===== src/rtl/rgmii_rx_decode.sv =====
// RGMII receive decoder: turns DDR-captured nibbles into GMII-style bytes, tracks
// in-band link status and counts good/errored frames.
module rgmii_rx_decode #(
  parameter int CNT_WIDTH = 16
) (
  input  logic                 clk,
  input  logic                 rst_n,
  input  logic [3:0]           rxd_q1,
  input  logic [3:0]           rxd_q2,
  input  logic                 rxctl_q1,
  input  logic                 rxctl_q2,
  input  logic                 mii_mode,
  output logic [7:0]           gmii_rxd,
  output logic                 gmii_rx_dv,
  output logic                 gmii_rx_er,
  output logic                 gmii_rx_ce,
  output logic                 odd_nibble,
  output logic                 link_up,
  output logic [1:0]           link_speed,
  output logic                 link_duplex,
  output logic [CNT_WIDTH-1:0] frame_cnt,
  output logic [CNT_WIDTH-1:0] err_cnt
);

  typedef enum logic [1:0] {
    IDLE = 2'd0,
    LOW  = 2'd1,
    HIGH = 2'd2
  } state_t;

  function automatic logic [CNT_WIDTH-1:0] sat_inc(input logic [CNT_WIDTH-1:0] v);
    return (&v) ? v : v + CNT_WIDTH'(1);
  endfunction

  state_t     state_q, state_n;
  logic       dv_p0, er_p0, mode_p0, stat_smp_p0, frame_end_p0, frame_bad_p0;
  logic       armed_q, in_frame_q, frame_err_q, mode_q, tog_q, lo_er_q, stat_vld_q;
  logic [3:0] lo_nib_q, stat_q;
  logic [7:0] rxd_n;
  logic       rx_dv_n, rx_er_n, ce_n, odd_n, tog_n, lo_er_n, frame_err_n;
  logic [3:0] lo_nib_n;

  // A frame still in progress when reset releases is ignored until dv has been low once.
  assign dv_p0        = rxctl_q1 & armed_q;
  assign er_p0        = rxctl_q1 ^ rxctl_q2;
  assign mode_p0      = in_frame_q ? mode_q : mii_mode;
  assign stat_smp_p0  = ~rxctl_q1 & ~er_p0 & (rxd_q1 == rxd_q2);
  assign frame_end_p0 = in_frame_q & ~dv_p0;
  assign frame_bad_p0 = frame_err_q | odd_n;
  assign frame_err_n  = dv_p0 & ((in_frame_q & frame_err_q) | er_p0);

  always_ff @(posedge clk or negedge rst_n) begin
    if (!rst_n) state_q <= IDLE;
    else        state_q <= state_n;
  end

  always_comb begin
    state_n  = state_q;
    rxd_n    = 8'h00;
    rx_dv_n  = 1'b0;
    rx_er_n  = 1'b0;
    ce_n     = 1'b0;
    odd_n    = 1'b0;
    tog_n    = 1'b0;
    lo_nib_n = lo_nib_q;
    lo_er_n  = lo_er_q;
    if (!mode_p0) begin
      rxd_n   = {rxd_q2, rxd_q1};
      rx_dv_n = dv_p0;
      rx_er_n = er_p0;
      ce_n    = 1'b1;
      state_n = IDLE;
    end else begin
      case (state_q)
        IDLE: begin
          if (dv_p0) begin
            lo_nib_n = rxd_q1;
            lo_er_n  = er_p0;
            state_n  = HIGH;
          end else begin
            ce_n  = tog_q;
            tog_n = ~tog_q;
          end
        end
        HIGH: begin
          if (dv_p0) begin
            rxd_n   = {rxd_q1, lo_nib_q};
            rx_dv_n = 1'b1;
            rx_er_n = lo_er_q | er_p0;
            ce_n    = 1'b1;
            state_n = LOW;
          end else begin
            odd_n    = 1'b1;
            lo_nib_n = 4'h0;
            lo_er_n  = 1'b0;
            tog_n    = 1'b1;
            state_n  = IDLE;
          end
        end
        LOW: begin
          if (dv_p0) begin
            lo_nib_n = rxd_q1;
            lo_er_n  = er_p0;
            state_n  = HIGH;
          end else begin
            tog_n   = 1'b1;
            state_n = IDLE;
          end
        end
        default: state_n = IDLE;
      endcase
    end
  end

  // p0 -> p1: registered outputs, frame accounting and status history
  always_ff @(posedge clk or negedge rst_n) begin
    if (!rst_n) begin
      armed_q     <= 1'b0;
      in_frame_q  <= 1'b0;
      frame_err_q <= 1'b0;
      mode_q      <= 1'b0;
      tog_q       <= 1'b0;
      lo_nib_q    <= 4'h0;
      lo_er_q     <= 1'b0;
      stat_q      <= 4'h0;
      stat_vld_q  <= 1'b0;
      gmii_rxd    <= 8'h00;
      gmii_rx_dv  <= 1'b0;
      gmii_rx_er  <= 1'b0;
      gmii_rx_ce  <= 1'b0;
      odd_nibble  <= 1'b0;
      link_up     <= 1'b0;
      link_speed  <= 2'b00;
      link_duplex <= 1'b0;
      frame_cnt   <= '0;
      err_cnt     <= '0;
    end else begin
      armed_q     <= armed_q | ~rxctl_q1;
      in_frame_q  <= dv_p0;
      frame_err_q <= frame_err_n;
      mode_q      <= mode_p0;
      tog_q       <= tog_n;
      lo_nib_q    <= lo_nib_n;
      lo_er_q     <= lo_er_n;
      gmii_rxd    <= rxd_n;
      gmii_rx_dv  <= rx_dv_n;
      gmii_rx_er  <= rx_er_n;
      gmii_rx_ce  <= ce_n;
      odd_nibble  <= odd_n;
      if (frame_end_p0) begin
        if (frame_bad_p0) err_cnt   <= sat_inc(err_cnt);
        else              frame_cnt <= sat_inc(frame_cnt);
      end
      // Status is accepted only when the same value is seen on two samples in a row.
      if (rxctl_q1) begin
        stat_vld_q <= 1'b0;
      end else if (stat_smp_p0) begin
        stat_q     <= rxd_q1;
        stat_vld_q <= 1'b1;
        if (stat_vld_q && (stat_q == rxd_q1)) begin
          link_up     <= rxd_q1[0];
          link_speed  <= rxd_q1[2:1];
          link_duplex <= rxd_q1[3];
        end
      end
    end
  end

endmodule


===== config.mk =====
export PLATFORM = sky130hd
export DESIGN_NAME = rgmii_rx_decode
export DESIGN_NICKNAME = d
export VERILOG_FILES = /design/src/rtl/rgmii_rx_decode.sv
export SDC_FILE = /design/constraint.sdc
export NUM_CORES = 1
export LEC_CHECK = 0
export ABC_AREA = 0
export CAP_MARGIN = 20
export CORE_ASPECT_RATIO = 1.5
export CORE_MARGIN = 2
export CORE_UTILIZATION = 55
export DETAILED_ROUTE_END_ITERATION = 8
export PLACE_DENSITY = 0.85
export SYNTH_ARGS = -nofsm -noshare
export SYNTH_HDL_FRONTEND = slang
export SYNTH_SLANG_ARGS = --single-unit

===== constraint.sdc =====
create_clock -name clk -period 3.6 [get_ports clk]
set_input_delay 0.54 -clock clk [delete_from_list [all_inputs] [get_ports clk]]
set_output_delay 0.54 -clock clk [all_outputs]
set_load 0.01 [all_outputs]

==> run metrics, run 1 <==
Arrival @ worst endpoint=2.80 ns; final number of setup-violating endpoints=0; slowest cell delay on critical path=0.70 ns; Inserted Clock Buffers=9; slowest cell on the critical path=nor4_1; Die Y-Extent=93.93 µm; Slew @ Worst Pin=0.7949 ns; part of the power in registers=46.4%; layout cells sized above 1=12.65%; sequential area share after synthesis=54.85%; PostCTS Resize Cnt=0; Post-synth top flop=dfrtp_1; reg2reg setup slack=1.21 ns; clock skew=0.009701 ns; CTS sink cnt=65; clock power share=34.9%; Detailed Routing Iterations Pass 1=4; Synth top area share=54.85%; Root Buffer=clkbuf_8; Fin. Hold Viols=0; outcome=completed; synthesis-to-layout area growth=30.17%; Period Utilization, post-route=71.32%; Tot GR Track Use=24.00%; EDFF count, synth=0; CP top delay family=simple AND/OR/NAND/NOR gates; vias in the first global route=2265; die width=63.95 µm; post-synthesis cell type count=38; Mapped Nets=274; Sw Pwr=544.7 µW; reg2reg path depth=6; DR vias=2156; # diodes=0; I/O pins=61; RSZ-0062 raised after global routing=no; site row count=32; Hold WC Path Type=input pin to asynchronous set/reset pin; Total Neg Setup Slack=0 ns; Starting Density=57.41%; Max Cap Violations=0; Seq cells post-synth=65; Final #Nets=340; Detail Route Antenna Nets=0; final worst setup slack=1.032 ns; Tmin final=2.568 ns; gpl congestion=0.8089; r2r startpoint=in_frame_q; number of port buffers=60; crit end category=register; Final Core Density=74.73%; CTS tree=built; Post-Synthesis Cells=253; vias per inst=5.500; Worst-path clk slew=0.08 ns; P_leak=0.001703 µW; grt ovf=0; relative slew slack=46.52%; CP bufs+invs=1; CP Cell Sequence=clkdlybuf4s50_1 -> a21boi_0 -> nand2b_1 -> nor4_1 -> nand3_1 -> xnor2_1; Post-Syn Area=2965 µm²; CP Launch Type=input pin; Crit Path Max Fanout=5; pre-CTS setup slack=0.6421 ns; CP Launch Point=rxctl_q1; critical path class=input pin to register; die area=6007 µm²; total core area=5165 µm²; final WL=6228 µm; Internal=1436 µW; pwr dens=513.0 nW/µm²; Initial DRC Count=116; dominant cells by area after synthesis=dfrtp_1, xnor2_1, nand3_1; asr flop ratio synth=100.0%; post-CTS setup buffers=0; average cell area after synthesis=11.72 µm²; Setup crit end=err_cnt[10]; drc violations=0; sw frac=27.51%; initial antenna violation count=0; Final HPWL DP=4415 µm; critical path data required time=3.83 ns; fin. max-slew vios=0; Max Fclk=0.3895 GHz; Max VDD drop=0.3600 mV; largest net degree at the start of global routing=51; post-cts hold buffer count=0; area leader, netlist=dfrtp_1; global-route wire length before repair=10830 µm; synth warn=0; Max Root-Sink Buffers=2; Critical R2R Capture=frame_cnt[9]; H-tree levels=3; CP Depth=6; Comb pwr share=18.7%; drt wl/cell=15.89 µm; Clk Latency, worst-skew pair=0.34 ns
## stage by stage
step	instance area [µm²]	total power, µW	hold WS (ns)	instances
after floorplan	2965	1100	0.2444	253
after global placement	3611	1280	0.4714	375
after detailed placement	3611	1299	0.4724	375
after CTS	3840	1992	0.4065	391
after global routing	3860	2080	0.004691	392
final	3860	1980	0.01530	392
## power by group through the flow
| stage | clock, µW | combinational, µW | sequential (µW) |
|---|---|---|---|
| floorplan | 0 | 162 | 938 |
| global placement | 0 | 356 | 924 |
| detailed placement | 0 | 368 | 930 |
| CTS | 701 | 373 | 917 |
| global route | 738 | 409 | 932 |
| finish | 691 | 371 | 918 |
## state kept, by name, indices dropped and copies added, names as in the netlist, 2 cells and up
signal      count
err_cnt        16
frame_cnt      16
gmii_rxd        8
lo_nib_q        4
stat_q          4
link_speed      2
state_q         2
## kinds of logic after synthesis
| kind of cell | synth area share [%] |
|---|---|
| adder cells (fa/ha/maj) | 3.376 |
| buffers and inverters | 3.459 |
| AO/OA/AOI/OAI | 6.118 |
| AND/OR/NAND/NOR | 15.53 |
| XOR/XNOR | 11.22 |
| flip-flops | 54.85 |
| multiplexers | 5.443 |
## cell usage after synthesis, types with 2 or more instances
| cell | count |
|---|---|
| a22o_1 | 8 |
| xnor2_1 | 27 |
| nand2b_1 | 2 |
| ha_1 | 8 |
| mux2_4 | 4 |
| nor3_2 | 2 |
| inv_1 | 15 |
| mux2_2 | 7 |
| nand4_1 | 12 |
| nor3_1 | 2 |
| nor4_1 | 4 |
| a21oi_1 | 7 |
| o21ai_0 | 6 |
| dfrtp_1 | 65 |
| clkbuf_1 | 4 |
| nor2_1 | 11 |
| and3_1 | 5 |
| xor2_1 | 11 |
| nand2_1 | 10 |
| or2_2 | 2 |
| nand3_1 | 23 |
| buf_6 | 2 |
## how the worst min path moves through the flow
| stage | start | endpoint | slack (ns) | cells past startpoint |
|---|---|---|---|---|
| finish | rst_n | err_cnt[11] | 0.02 | 1 |
| global route | rst_n | err_cnt[10] | 0.005 | 1 |
| CTS | rst_n | err_cnt[11] | 0.41 | 1 |
| detailed placement | armed_q | armed_q | 0.47 | 1 |
| global placement | armed_q | armed_q | 0.47 | 1 |
| floorplan | rst_n | armed_q | 0.24 | 0 |
## layer usage
layer,part of all wire [%],vias to the layer above,global-route usage [%]
met3,4.2,11,6.235
met5,0,-,0
met1,40,1072,27.49
met2,54,62,41.93
met4,2.0,0,10.14
li1,-,1011,-
## cell usage in the layout, fill, tap and decap left out, drive strengths merged, types with 2 or more instances in the layout
cell type,synthesis,routed
nand4,13,13
clkbuf,4,10
inv,16,16
nor3,4,4
dfrtp,65,65
nand2,10,10
a22o,8,8
nor2,11,11
bufinv,0,2
mux2,11,11
and3,6,6
ha,8,8
xnor2,27,27
buf,3,3
clkdlybuf4s50,0,59
xor2,11,11
a2111oi,2,2
o21ai,6,6
a21oi,7,7
or2,2,2
nand3,23,23
nor4,5,5
nand2b,2,2
clkinvlp,0,3
## worst reg2reg max path, cell delays in order, from the launching register on
cell and delay (ns):
dfrtp_1 0.43, mux2i_4 0.51, inv_2 0.13, and3_4 0.21, nor4_2 0.42, or3b_1 0.42, xnor2_1 0.14
## layout make-up
cell class,instances,area (µm²)
Tap cell,68,85.08
Clock inverter,6,91.34
Clock buffer,10,137.6
Timing Repair Buffer,62,623.1
Multi-Input combinational cell,165,1236
Inverter,16,60.06
Sequential cell,65,1627
Fill cell,340,1305
Power figures use the tool's default switching activity.
==> run 2: changes to the inputs <==
- CORE_UTILIZATION: 55 -> 46
- PLACE_DENSITY: 0.85 -> 0.76
- clock period: 3.6 -> 2.2 ns (I/O delays scaled with it)
==> run metrics, run 2 (synthesis results as in run 1) <==
Layout Cells excl Fill=419 (+6.9%); H-tree levels=3 (unchanged); Inserted Clock Buffers=9 (unchanged); Root Buffer=clkbuf_8; fin. max-slew vios=0 (unchanged); critical path class=input pin to register; Area after DPL=3796 µm² (+5.1%); global-route wire length before repair=10650 µm (-1.7%); final WL=6297 µm (+1.1%); Slew @ Worst Pin=0.6490 ns (-0.1459 ns); drc violations=0 (unchanged); CP bufs+invs=2 (+1); clock skew=0.008713 ns (-0.0009879 ns); Clk Latency, worst-skew pair=0.34 ns (about the same); Period Utilization, post-route=92.32%; final number of setup-violating endpoints=0 (unchanged); Detailed Routing Iterations Pass 1=4 (unchanged); clock power share=29.6% (-5.3 points); Top Registers=err_cnt: 16 flops, frame_cnt: 16 flops, gmii_rxd: 8 flops; placed insts=403 (+7.5%); number of port buffers=60 (unchanged); Fin. Hold Viols=0 (unchanged); Tmin final=2.031 ns; largest net degree at the start of global routing=29 (-43%); post-cts hold buffer count=0 (unchanged); part of the power in registers=49.4% (+3.0 points); slowest cell on the critical path=clkdlybuf4s50_1; Max Fclk=0.4924 GHz; gpl congestion=0.8159 (+0.87%); initial antenna violation count=0 (unchanged); CTS sink cnt=65 (unchanged); synthesis-to-layout area growth=33.88%; Final #Nets=361 (+6.2%); grt ovf=0 (unchanged); Worst-path clk slew=0.07 ns (about the same); CP top delay family=simple AND/OR/NAND/NOR gates; Tot GR Track Use=19.37% (-4.6 points); post-CTS setup buffers=0 (unchanged); crit end category=register; slowest cell delay on critical path=0.53 ns (-0.17 ns); DR vias=2248 (+4.3%); vias per inst=5.365 (-2.5%); Total Neg Setup Slack=0 ns (unchanged); CP Cell Sequence=clkdlybuf4s50_1 -> a21boi_0 -> buf_4 -> nand4_1 -> nor4_2 -> or3b_1 -> xnor2_1; Hold WC Path Type=input pin to asynchronous set/reset pin; die width=69.56 µm (+8.8%); pwr dens=761.8 nW/µm² (+48%); vias in the first global route=2276 (+0.49%); relative slew slack=56.73% (+10 points); leading cell type in the layout, fill and taps excluded=dfrtp_1; layout cells sized above 1=17.39% (+4.7 points); I/O pins=61 (unchanged); Sw Pwr=854.1 µW (+57%); Starting Density=48.02% (-9.4 points); site row count=35 (+9.4%); commonest non-fill, non-tap cells in the layout=dfrtp_1, clkdlybuf4s50_1, xnor2_1; Final HPWL DP=4600 µm (+4.2%); Die Y-Extent=102.3 µm (+8.9%); CTS tree=built; Comb pwr share=21.0% (+2.3 points); total core area=6175 µm² (+20%); Internal=2170 µW (+51%); P_leak=0.001798 µW (+5.6%); RSZ-0062 raised after global routing=no; fin area=3970 µm² (+2.9%); critical path data required time=2.43 ns (-1.40 ns); overall power=3024 µW (+53%); PostCTS Resize Cnt=0 (unchanged); # diodes=0 (unchanged); CP Launch Type=input pin; die area=7118 µm² (+18%); Max Cap Violations=0 (unchanged); Detail Route Antenna Nets=0 (unchanged); Max VDD drop=0.3936 mV (+9.3%); Initial DRC Count=112 (-3.4%); outcome=completed; Arrival @ worst endpoint=2.26 ns (-0.54 ns); Crit Path Max Fanout=5 (unchanged); Max Root-Sink Buffers=2 (unchanged); sw frac=28.24% (+0.74 points); drt wl/cell=15.03 µm (-5.4%)
-- run 2: cell count changes in the layout (fill, tap and decap cells not counted), sizes merged --
cell	change
buf	+21
clkinv	+2
clkbuf	+3
bufinv	-2
clkinvlp	-3
-- run 2: cell type report --
type                       count  area [µm²]
clock buffer                  13       158.9
fill                         512        2205
inverter                      16       60.06
clock inverter                 3       15.01
tap                           74       92.59
timing repair buffer          83       780.7
sequential                    65        1627
multi-input combinational    165        1236
-- run 2: routing by layer --
layer / up-vias / GRT usage [%] / wire (µm)
met1: 1112 / 22.67 / 2530
li1: 1056 / - / -
met5: - / 0 / 0
met4: 0 / 11.46 / 190
met3: 17 / 4.043 / 238
met2: 63 / 32.99 / 3337
-- run 2: power groups by stage --
stage / combinational (µW) / clock (µW) / sequential (µW)
after floorplan: 264 / 0 / 1530
final: 635 / 894 / 1490
after global placement: 623 / 0 / 1510
after detailed placement: 636 / 0 / 1520
after global routing: 705 / 970 / 1520
after CTS: 645 / 920 / 1500
-- run 2: metrics by stage --
| stage | util, % | setup WS, ns | hold WS (ns) |
|---|---|---|---|
| 2_1_floorplan | - | 0.1353 | 0.03441 |
| 3_3_place_gp | 61.48 | -0.1036 | 0.3918 |
| 3_5_place_dp | 61.48 | -0.1146 | 0.4027 |
| 4_1_cts | 64.30 | 0.2132 | 0.03432 |
| 5_1_grt | 64.30 | 0.04397 | 0.05764 |
| 6_report | 64.30 | 0.1690 | 0.01109 |
-- run 2: path summary, 6_finish.rpt --
| path | start | endpoint | slack (ns) | depth (start not counted) |
|---|---|---|---|---|
| hold / removal | rst_n | frame_cnt[5] | 0.01 | 1 |
| min in group clk | frame_cnt[15] | frame_cnt[15] | 0.50 | 1 |
| max in group asynchronous | rst_n | frame_cnt[12] | 1.56 | 2 |
| hold reg to reg | frame_cnt[15] | frame_cnt[15] | 0.50 | 1 |
| setup / recovery | rxctl_q1 | frame_cnt[9] | 0.17 | 7 |
| setup reg to reg | state_q[0] | frame_cnt[9] | 0.19 | 7 |
-- run 2: worst register-to-register path, stage by stage, from the launching register on --
cell,delay [ns]
dfrtp_1,0.41
inv_1,0.08
ha_1,0.22
buf_4,0.15
and3_4,0.17
nor4_2,0.31
or3b_1,0.41
xnor2_1,0.14
==> run 3: changes to the inputs <==
- ABC_CLOCK_PERIOD_IN_PS: default -> 2200
==> results of run 3 <==
Final layout, timing and power as in run 2 (identical DEF).
